[config.mk]
export PLATFORM = sky130hd
export DESIGN_NAME = fmul_arbiter
export DESIGN_NICKNAME = d
export VERILOG_FILES = /design/src/rtl/fmul_arbiter.sv
export SDC_FILE = /design/constraint.sdc
export NUM_CORES = 2
export LEC_CHECK = 0
export BUFFER_PORTS_ARGS = -buffer_cell sky130_fd_sc_hd__buf_2
export CORE_MARGIN = 3
export CORE_UTILIZATION = 55
export DETAILED_ROUTE_END_ITERATION = 6
export GPL_TIMING_DRIVEN = 1
export PLACE_DENSITY = 0.79
export SLEW_MARGIN = 25
export SYNTH_ARGS = -nofsm -noshare
export SYNTH_HDL_FRONTEND = slang
export SYNTH_SLANG_ARGS = --single-unit
[constraint.sdc]
create_clock -name clk -period 31.5 [get_ports clk]
set_input_delay 3.15 -clock clk [delete_from_list [all_inputs] [get_ports clk]]
set_output_delay 3.15 -clock clk [all_outputs]
set_load 0.02 [all_outputs]
[src/rtl/fmul_arbiter.sv]
// Two-port round-robin front end sharing one single-precision multiplier
// through a fixed two-stage pipeline (operand register, result register).
`default_nettype none

module fmul (
    input  logic [31:0] x1,
    input  logic [31:0] x2,
    output logic [31:0] y,
    output logic        ovf,
    output logic        udf
);
    // Denormal inputs are treated as zero and results below the normal range
    // flush to signed zero with udf; rounding is to nearest, ties to even.
    logic               sign;
    logic               a_nan, b_nan, a_inf, b_inf, a_zero, b_zero;
    logic [47:0]        prod;
    logic [23:0]        mant;
    logic               guard, sticky;
    logic [24:0]        mant_r;
    logic [22:0]        frac_r;
    logic signed [10:0] exp_n, exp_r;

    always_comb begin
        y      = 32'd0;
        ovf    = 1'b0;
        udf    = 1'b0;
        sign   = x1[31] ^ x2[31];
        a_nan  = (x1[30:23] == 8'hFF) && (x1[22:0] != 23'd0);
        b_nan  = (x2[30:23] == 8'hFF) && (x2[22:0] != 23'd0);
        a_inf  = (x1[30:23] == 8'hFF) && (x1[22:0] == 23'd0);
        b_inf  = (x2[30:23] == 8'hFF) && (x2[22:0] == 23'd0);
        a_zero = (x1[30:23] == 8'h00);
        b_zero = (x2[30:23] == 8'h00);
        prod   = {24'd0, 1'b1, x1[22:0]} * {24'd0, 1'b1, x2[22:0]};
        exp_n  = $signed({3'b000, x1[30:23]}) + $signed({3'b000, x2[30:23]}) - 11'sd127;
        if (prod[47]) begin
            mant   = prod[47:24];
            guard  = prod[23];
            sticky = |prod[22:0];
            exp_n  = exp_n + 11'sd1;
        end else begin
            mant   = prod[46:23];
            guard  = prod[22];
            sticky = |prod[21:0];
        end
        mant_r = {1'b0, mant} + {24'd0, guard & (sticky | mant[0])};
        exp_r  = exp_n + (mant_r[24] ? 11'sd1 : 11'sd0);
        frac_r = mant_r[24] ? mant_r[23:1] : mant_r[22:0];

        if (a_nan || b_nan) begin
            y = 32'h7FC0_0000;
        end else if (a_inf || b_inf) begin
            y = (a_zero || b_zero) ? 32'h7FC0_0000 : {sign, 8'hFF, 23'd0};
        end else if (a_zero || b_zero) begin
            y = {sign, 31'd0};
        end else if (exp_r > 11'sd254) begin
            y   = {sign, 8'hFF, 23'd0};
            ovf = 1'b1;
        end else if (exp_r < 11'sd1) begin
            y   = {sign, 31'd0};
            udf = 1'b1;
        end else begin
            y = {sign, exp_r[7:0], frac_r};
        end
    end
endmodule

module fmul_arbiter (
    input  logic        clk,
    input  logic        rstn,
    input  logic        in0_valid,
    output logic        in0_ready,
    input  logic [31:0] in0_x1,
    input  logic [31:0] in0_x2,
    input  logic        in1_valid,
    output logic        in1_ready,
    input  logic [31:0] in1_x1,
    input  logic [31:0] in1_x2,
    output logic        out_valid,
    output logic        out_id,
    output logic [31:0] out_y,
    output logic        out_ovf,
    output logic        out_udf,
    output logic        busy
);
    logic        last_grant;
    logic        grant_any;
    logic        grant_id;
    logic        v1, s1_id;
    logic [31:0] s1_x1, s1_x2;
    logic [31:0] f_y;
    logic        f_ovf, f_udf;
    logic        v2, s2_id, s2_ovf, s2_udf;
    logic [31:0] s2_y;

    // Gated by rstn so neither ready can be seen while reset is held.
    always_comb begin
        grant_any = 1'b0;
        grant_id  = 1'b0;
        if (rstn) begin
            if (in0_valid && in1_valid) begin
                grant_any = 1'b1;
                grant_id  = ~last_grant;
            end else if (in0_valid) begin
                grant_any = 1'b1;
            end else if (in1_valid) begin
                grant_any = 1'b1;
                grant_id  = 1'b1;
            end
        end
    end

    assign in0_ready = grant_any & ~grant_id;
    assign in1_ready = grant_any & grant_id;

    always_ff @(posedge clk or negedge rstn) begin
        if (!rstn) begin
            last_grant <= 1'b1;
            v1         <= 1'b0;
            s1_id      <= 1'b0;
            s1_x1      <= 32'd0;
            s1_x2      <= 32'd0;
            v2         <= 1'b0;
            s2_id      <= 1'b0;
            s2_y       <= 32'd0;
            s2_ovf     <= 1'b0;
            s2_udf     <= 1'b0;
        end else begin
            v1 <= grant_any;
            if (grant_any) begin
                last_grant <= grant_id;
                s1_id      <= grant_id;
                s1_x1      <= grant_id ? in1_x1 : in0_x1;
                s1_x2      <= grant_id ? in1_x2 : in0_x2;
            end
            v2     <= v1;
            s2_id  <= s1_id;
            s2_y   <= f_y;
            s2_ovf <= f_ovf;
            s2_udf <= f_udf;
        end
    end

    fmul u_fmul (
        .x1  (s1_x1),
        .x2  (s1_x2),
        .y   (f_y),
        .ovf (f_ovf),
        .udf (f_udf)
    );

    assign out_valid = v2;
    assign out_id    = s2_id;
    assign out_y     = s2_y;
    assign out_ovf   = s2_ovf;
    assign out_udf   = s2_udf;
    assign busy      = v1 | v2;
endmodule

`default_nettype wire
## Word-level counts from Yosys, hierarchy flattened

Index checks and enable logic that the tools add are counted.

| cells by class | value |
|---|---|
| multiply operators | 1 |
| reduce and logical (&&, ||, !) cells | 16 |
| mux-type cells | 30 |
| add/subtract/negate cells | 5 |
| bitwise gates (word level) | 8 |
| magnitude comparators | 2 |
| equality and inequality tests | 2 |

Operators by type and width:

| cell | number |
|---|---|
| 2-to-1 mux 32 bit | 5 |
| 2-to-1 mux 31 bit | 3 |
| multiplier 24 x 24 -> 48 bit | 1 |
| logical NOT 23 bit | 2 |
| nonzero test 23 bit | 2 |
| adder 24 x 1 -> 25 bit | 1 |
| 2-to-1 mux 24 bit | 1 |
| 2-to-1 mux 23 bit | 1 |
| OR reduction 23 bit | 1 |
| OR reduction 22 bit | 1 |
| 2-to-1 mux 1 bit | 19 |
| == test 8 bit (second input constant) | 2 |
| logical NOT 8 bit | 2 |
| adder 11 bit | 1 |
| adder 11 x 2 -> 11 bit (second input constant) | 1 |
| greater-than comparator 11 x 9 -> 1 bit (second input constant) | 1 |
| less-than comparator 11 x 2 -> 1 bit (second input constant) | 1 |
| 2-to-1 mux 11 bit | 1 |
| subtractor 11 x 8 -> 11 bit (second input constant) | 1 |
| adder 8 x 8 -> 9 bit | 1 |
| logical AND 1 bit | 5 |
| AND 1 bit | 3 |
| logical OR 1 bit | 3 |
| NOT 1 bit | 2 |
| other kinds (2) | 3 |

| word-level totals | value |
|---|---|
| word-level logic and storage cells | 74 |
| output and inout port bits | 39 |
| register bits after elaboration | 103 |

## Depth between registers and ports, before layout

| logic depth | value |
|---|---|
| depth in word-level cells | 14 |
| gate-level depth with buffers | 47 |
| gate-level depth less buffers | 38 |

## Modules after synthesis

From an unflattened synthesis, not the netlist that was laid out.

| second synthesis, totals | value |
|---|---|
| cell total of the unflattened synthesis | 3157 |
| area, all modules | 27093.5 um^2 |

Modules (own cells, without submodules):

| module | sequential area each (um^2) | area each (um^2) | cells an instance | instances |
|---|---|---|---|---|
| fmul | 0.0 | 22619.2 | 2732 | 1 |
| fmul_arbiter | 2578.7 | 4474.3 | 425 | 1 |

## Least setup slack after synthesis

Ideal clock, no wire load.

| timing | value |
|---|---|
| kind | register to register |
| start point | register s1_x2[4] |
| end point | register s2_y[10] (netlist: out_y[10]) |
| cell stages (with the launch flop) | 45 |
| arrival time | 10.748 ns |
| path buffers | 8 |
| period minus slack after synthesis | 10.884 ns |
| setup time | 0.136 ns |
| path slack | 20.616 ns |
| data required time | 31.364 ns |
| path through | dfrtp_1 > clkbuf_1 > clkbuf_1 > nand2_1 > fa_1 > inv_1 > fa_1 > inv_1 > fa_1 > fa_1 > inv_1 > fa_1 > fa_1 > inv_1 > fa_1 > inv_1 > ha_1 > a21oi_2 > [9 not listed] > nand2_1 > a21boi_0 > ha_1 > and2_1 > o2111ai_2 > or3_1 > buf_2 > nor3_1 > ha_1 > ha_1 > and2_1 > a32o_1 > nand4_1 > xnor2_1 > a2111o_1 > o311ai_4 > buf_6 > nor3_2 |

| between the ends | value |
|---|---|
| longest elaborated chain between the ends | 14 |
| elaborated cells between the ends (all ways) | 26 |
| classes of those cells | add/sub (2); mul (1); order compare (2); mux (11); bitwise (2); reduce/logical (8) |

Ends and longest elaborated chain:

| what | RTL line | source |
|---|---|---|
| start: declaration | 90 | `logic [31:0] s1_x1, s1_x2;` |
| start signal: assignment | 134 | `s1_x2 <= grant_id ? in1_x2 : in0_x2;` |
| multiplier 24 x 24 -> 48 bit | 34 | `prod = {24'd0, 1'b1, x1[22:0]} * {24'd0, 1'b1, x2[22:0]};` |
| OR reduction 23 bit or OR reduction 22 bit (tied branches) | 39, 44 |  |
| 2-to-1 mux 1 bit | 36 | `if (prod[47]) begin` |
| OR 1 bit | 46 | `mant_r = {1'b0, mant} + {24'd0, guard & (sticky \| mant[0])};` |
| AND 1 bit | 46 |  |
| adder 24 x 1 -> 25 bit | 46 |  |
| 2-to-1 mux 1 bit | 47 | `exp_r = exp_n + (mant_r[24] ? 11'sd1 : 11'sd0);` |
| adder 11 bit | 47 |  |
| less-than comparator 11 x 2 -> 1 bit | 59 | `end else if (exp_r < 11'sd1) begin` |
| 2-to-1 mux 31 bit | 59 |  |
| 2-to-1 mux 31 bit | 56 | `end else if (exp_r > 11'sd254) begin` |
| 2-to-1 mux 31 bit | 54 | `end else if (a_zero \|\| b_zero) begin` |
| 2-to-1 mux 32 bit | 52 | `end else if (a_inf \|\| b_inf) begin` |
| 2-to-1 mux 32 bit * | 50 | `if (a_nan \|\| b_nan) begin` |
| net f_y[10] | 91 | `logic [31:0] f_y;` |
| end signal: assignment | 138 | `s2_y <= f_y;` |
| end: declaration | 94 | `logic [31:0] s2_y;` |

Mark *: on every way through the listed nets, which the timed path passes. The rest lies on a longest branch.
A chain may end at the register's enable or synchronous reset.

## Worst setup path after layout

| timing | value |
|---|---|
| start point | register s1_x2[12] |
| end point | register s2_y[13] (netlist: out_y[13]) |

The elaborated chain is that of the path after synthesis.

==> run metrics <==
status=completed; worst hold path type=flop to flop; Vias/cell=5.83; # rows=79; CTS tree=yes; Die Wd=225 um; Congestion Overflow GR=0; CTS clk-pin slew, worst paths=0.10 ns; setup tns final=0 ns; vias in the first global route=22700; worst r2r src=s1_x2[12]; clock buffer depth=2; fin crit period=12.10 ns; fin nets=3986; DPL Wire Length=60.6 mm; gpl congestion=1.01; fin cells=3798; die height=225 um; drt wl/cell=20.5 um; post-synth top area cell=fa_1; Skew-Pair Late Insertion Delay=0.40 ns; CTS root buf=clkbuf_16; post-CTS resize count=0; R2R Path End=out_y[13]; number of setup buffers added after CTS=0; Post-synth EDFFs=0; register area share after synthesis=9.73%; max-capacitance violation count=0; slew margin rel.=25.3%; DR vias=22100; Final Instance Area=0.0281 mm2; die area=0.0508 mm2; crit-path most repeated cell=fa_1; Post-CTS Hold Buffers=0; worst slew pin tran=1.12 ns; clock skew=0.0238 ns; CP max stage delay=0.91 ns; synth warn=0; max-slew violations=0; crit path DAT=12.38 ns; dpl cells=3780; Synth Register Bits=103; Yosys cell types=99; Mapped Cells=3118; I/O Buffers=170; Max Clk Rate=82.6 MHz; GRT Overall Usage=31.7%; Synth top area share=36.5%; Ports=171; Residual DRC=0; DRT Wirelength=77.9 mm; Syn Area/Cell=8.50 um2; top cells by area, synth=fa_1 36%, dfrtp_1 9.6%, ha_1 8.8%; area of the multi-input gates=0.0210 mm2; final hold violation count=0; Tcrit/Tclk final=38.4%; most frequent cells after synthesis=604 x inv_1, 483 x fa_1, 413 x nand2_1, 256 x and2_1, 186 x ha_1; R2R cell count=37; Main synth FF type=dfrtp_1; Critical-path top delay cell=dfrtp_1; first-pass GRT wire length=125 mm; ANT nets after route=0; RSZ-0062 raised after global routing=false; WHS Path Cells=0; P&R area growth vs syn=6.16%; share of cells above drive strength 1=9.69%; most numerous cell in the Yosys netlist=inv_1; worst hold endpoint=out_valid; FF+latch area=0.00258 mm2; total CTS buffers=9; Filler cells=4082; DP Area=0.0278 mm2; CP Capture Type=flop; H-tree levels=3; antenna violations before repair=3; largest net degree at the start of global routing=69; hold path startpoint=v1; Core Area=0.0471 mm2; Crit Path Category=flop to flop; CTS sink count=103; drt pass-1 iters=5; Initial Util=56.3%; Worst Path Max Fanout=38; number of DRC markers in iteration 0=1948; CP startpoint kind=flop; asr flop ratio synth=100%; synthesized area=0.0265 mm2; worst hold margin=0.375 ns; Worst Path Required=31.78 ns; Syn Nets=3919; worst reg2reg setup slack=19.40 ns; Setup-failing EPs final=0
==> placed cells by master (no fill, tap or decap), types with 20 or more instances in the layout <==
| cell type | instances |
|---|---|
| a21oi_1 | 141 |
| and2_1 | 256 |
| buf_2 | 169 |
| buf_4 | 44 |
| dfrtp_1 | 101 |
| fa_1 | 483 |
| ha_1 | 186 |
| inv_1 | 603 |
| nand2_1 | 413 |
| nand3_1 | 24 |
| nand4_1 | 37 |
| nor2_1 | 159 |
| nor3_1 | 47 |
| nor4_1 | 25 |
| o21ai_0 | 83 |
| o22ai_1 | 20 |
| xnor2_1 | 50 |
| xor2_1 | 27 |
==> sequential cells by signal (all words and copies together), names as in the netlist <==
name        flops
out_y          32
s1_x1          32
s1_x2          32
last_grant      1
out_id          1
out_ovf         1
out_udf         1
out_valid       1
s1_id           1
v1              1
==> per-layer routing <==
| layer | vias up | track usage, % | share of wire (%) |
|---|---|---|---|
| li1 | 9871 | - | - |
| met1 | 11000 | 43.6 | 40 |
| met2 | 1094 | 49.2 | 45 |
| met3 | 165 | 8.08 | 11 |
| met4 | 4 | 11.0 | 3.7 |
| met5 | - | 0 | 0.044 |
==> worst max path at each step <==
stage / endpoint / start / cells after the start
after floorplan: out_y[10] / s1_x2[4] / 44
after global placement: out_y[20] / s1_x2[11] / 37
after detailed placement: out_y[2] / s1_x2[12] / 37
after CTS: out_y[2] / s1_x2[12] / 37
after global routing: out_y[17] / s1_x2[12] / 35
final: out_y[13] / s1_x2[12] / 37
==> per-stage QoR <==
step / util [%] / worst slack (ns)
finish: 59.8 / 19.40
global route: 59.8 / 18.70
CTS: 59.7 / 19.37
detailed placement: 59.1 / 19.47
global placement: 59.1 / 19.70
floorplan: - / 20.62
==> cell type report <==
class | count | area share [%]
multi-input cells | 2249 | 74.7
repair buffers | 214 | 4.22
clock inverters | 7 | 0.240
flip-flops and latches | 103 | 9.17
diodes | 1 | 0.00890
inverters | 608 | 8.11
clock buffers | 9 | 0.801
well taps | 607 | 2.70
==> worst max-delay path, delay by kind of cell, from the launching register on <==
kind / cells / cell delay [ns]
adders and majority gates: 11 / 4.36
and+or+nand+nor: 12 / 3.54
AOI/OAI and AO/OA: 8 / 1.93
buffers and inverters: 6 / 1.19
DFF: 1 / 0.91
==> cell families after synthesis <==
group	count (synthesis)	synth area share, %
AO/OA/AOI/OAI	433	10.9
XOR/XNOR	80	2.75
adder cells (fa/ha/maj)	669	45.3
buffers and inverters	766	11.0
flip-flops	103	9.73
multiplexers	15	0.576
AND/OR/NAND/NOR	1052	19.7
Power is left out: the tool's default activity adds up to more than one toggle a clock period on the data nets, which glitch-free logic cannot reach.
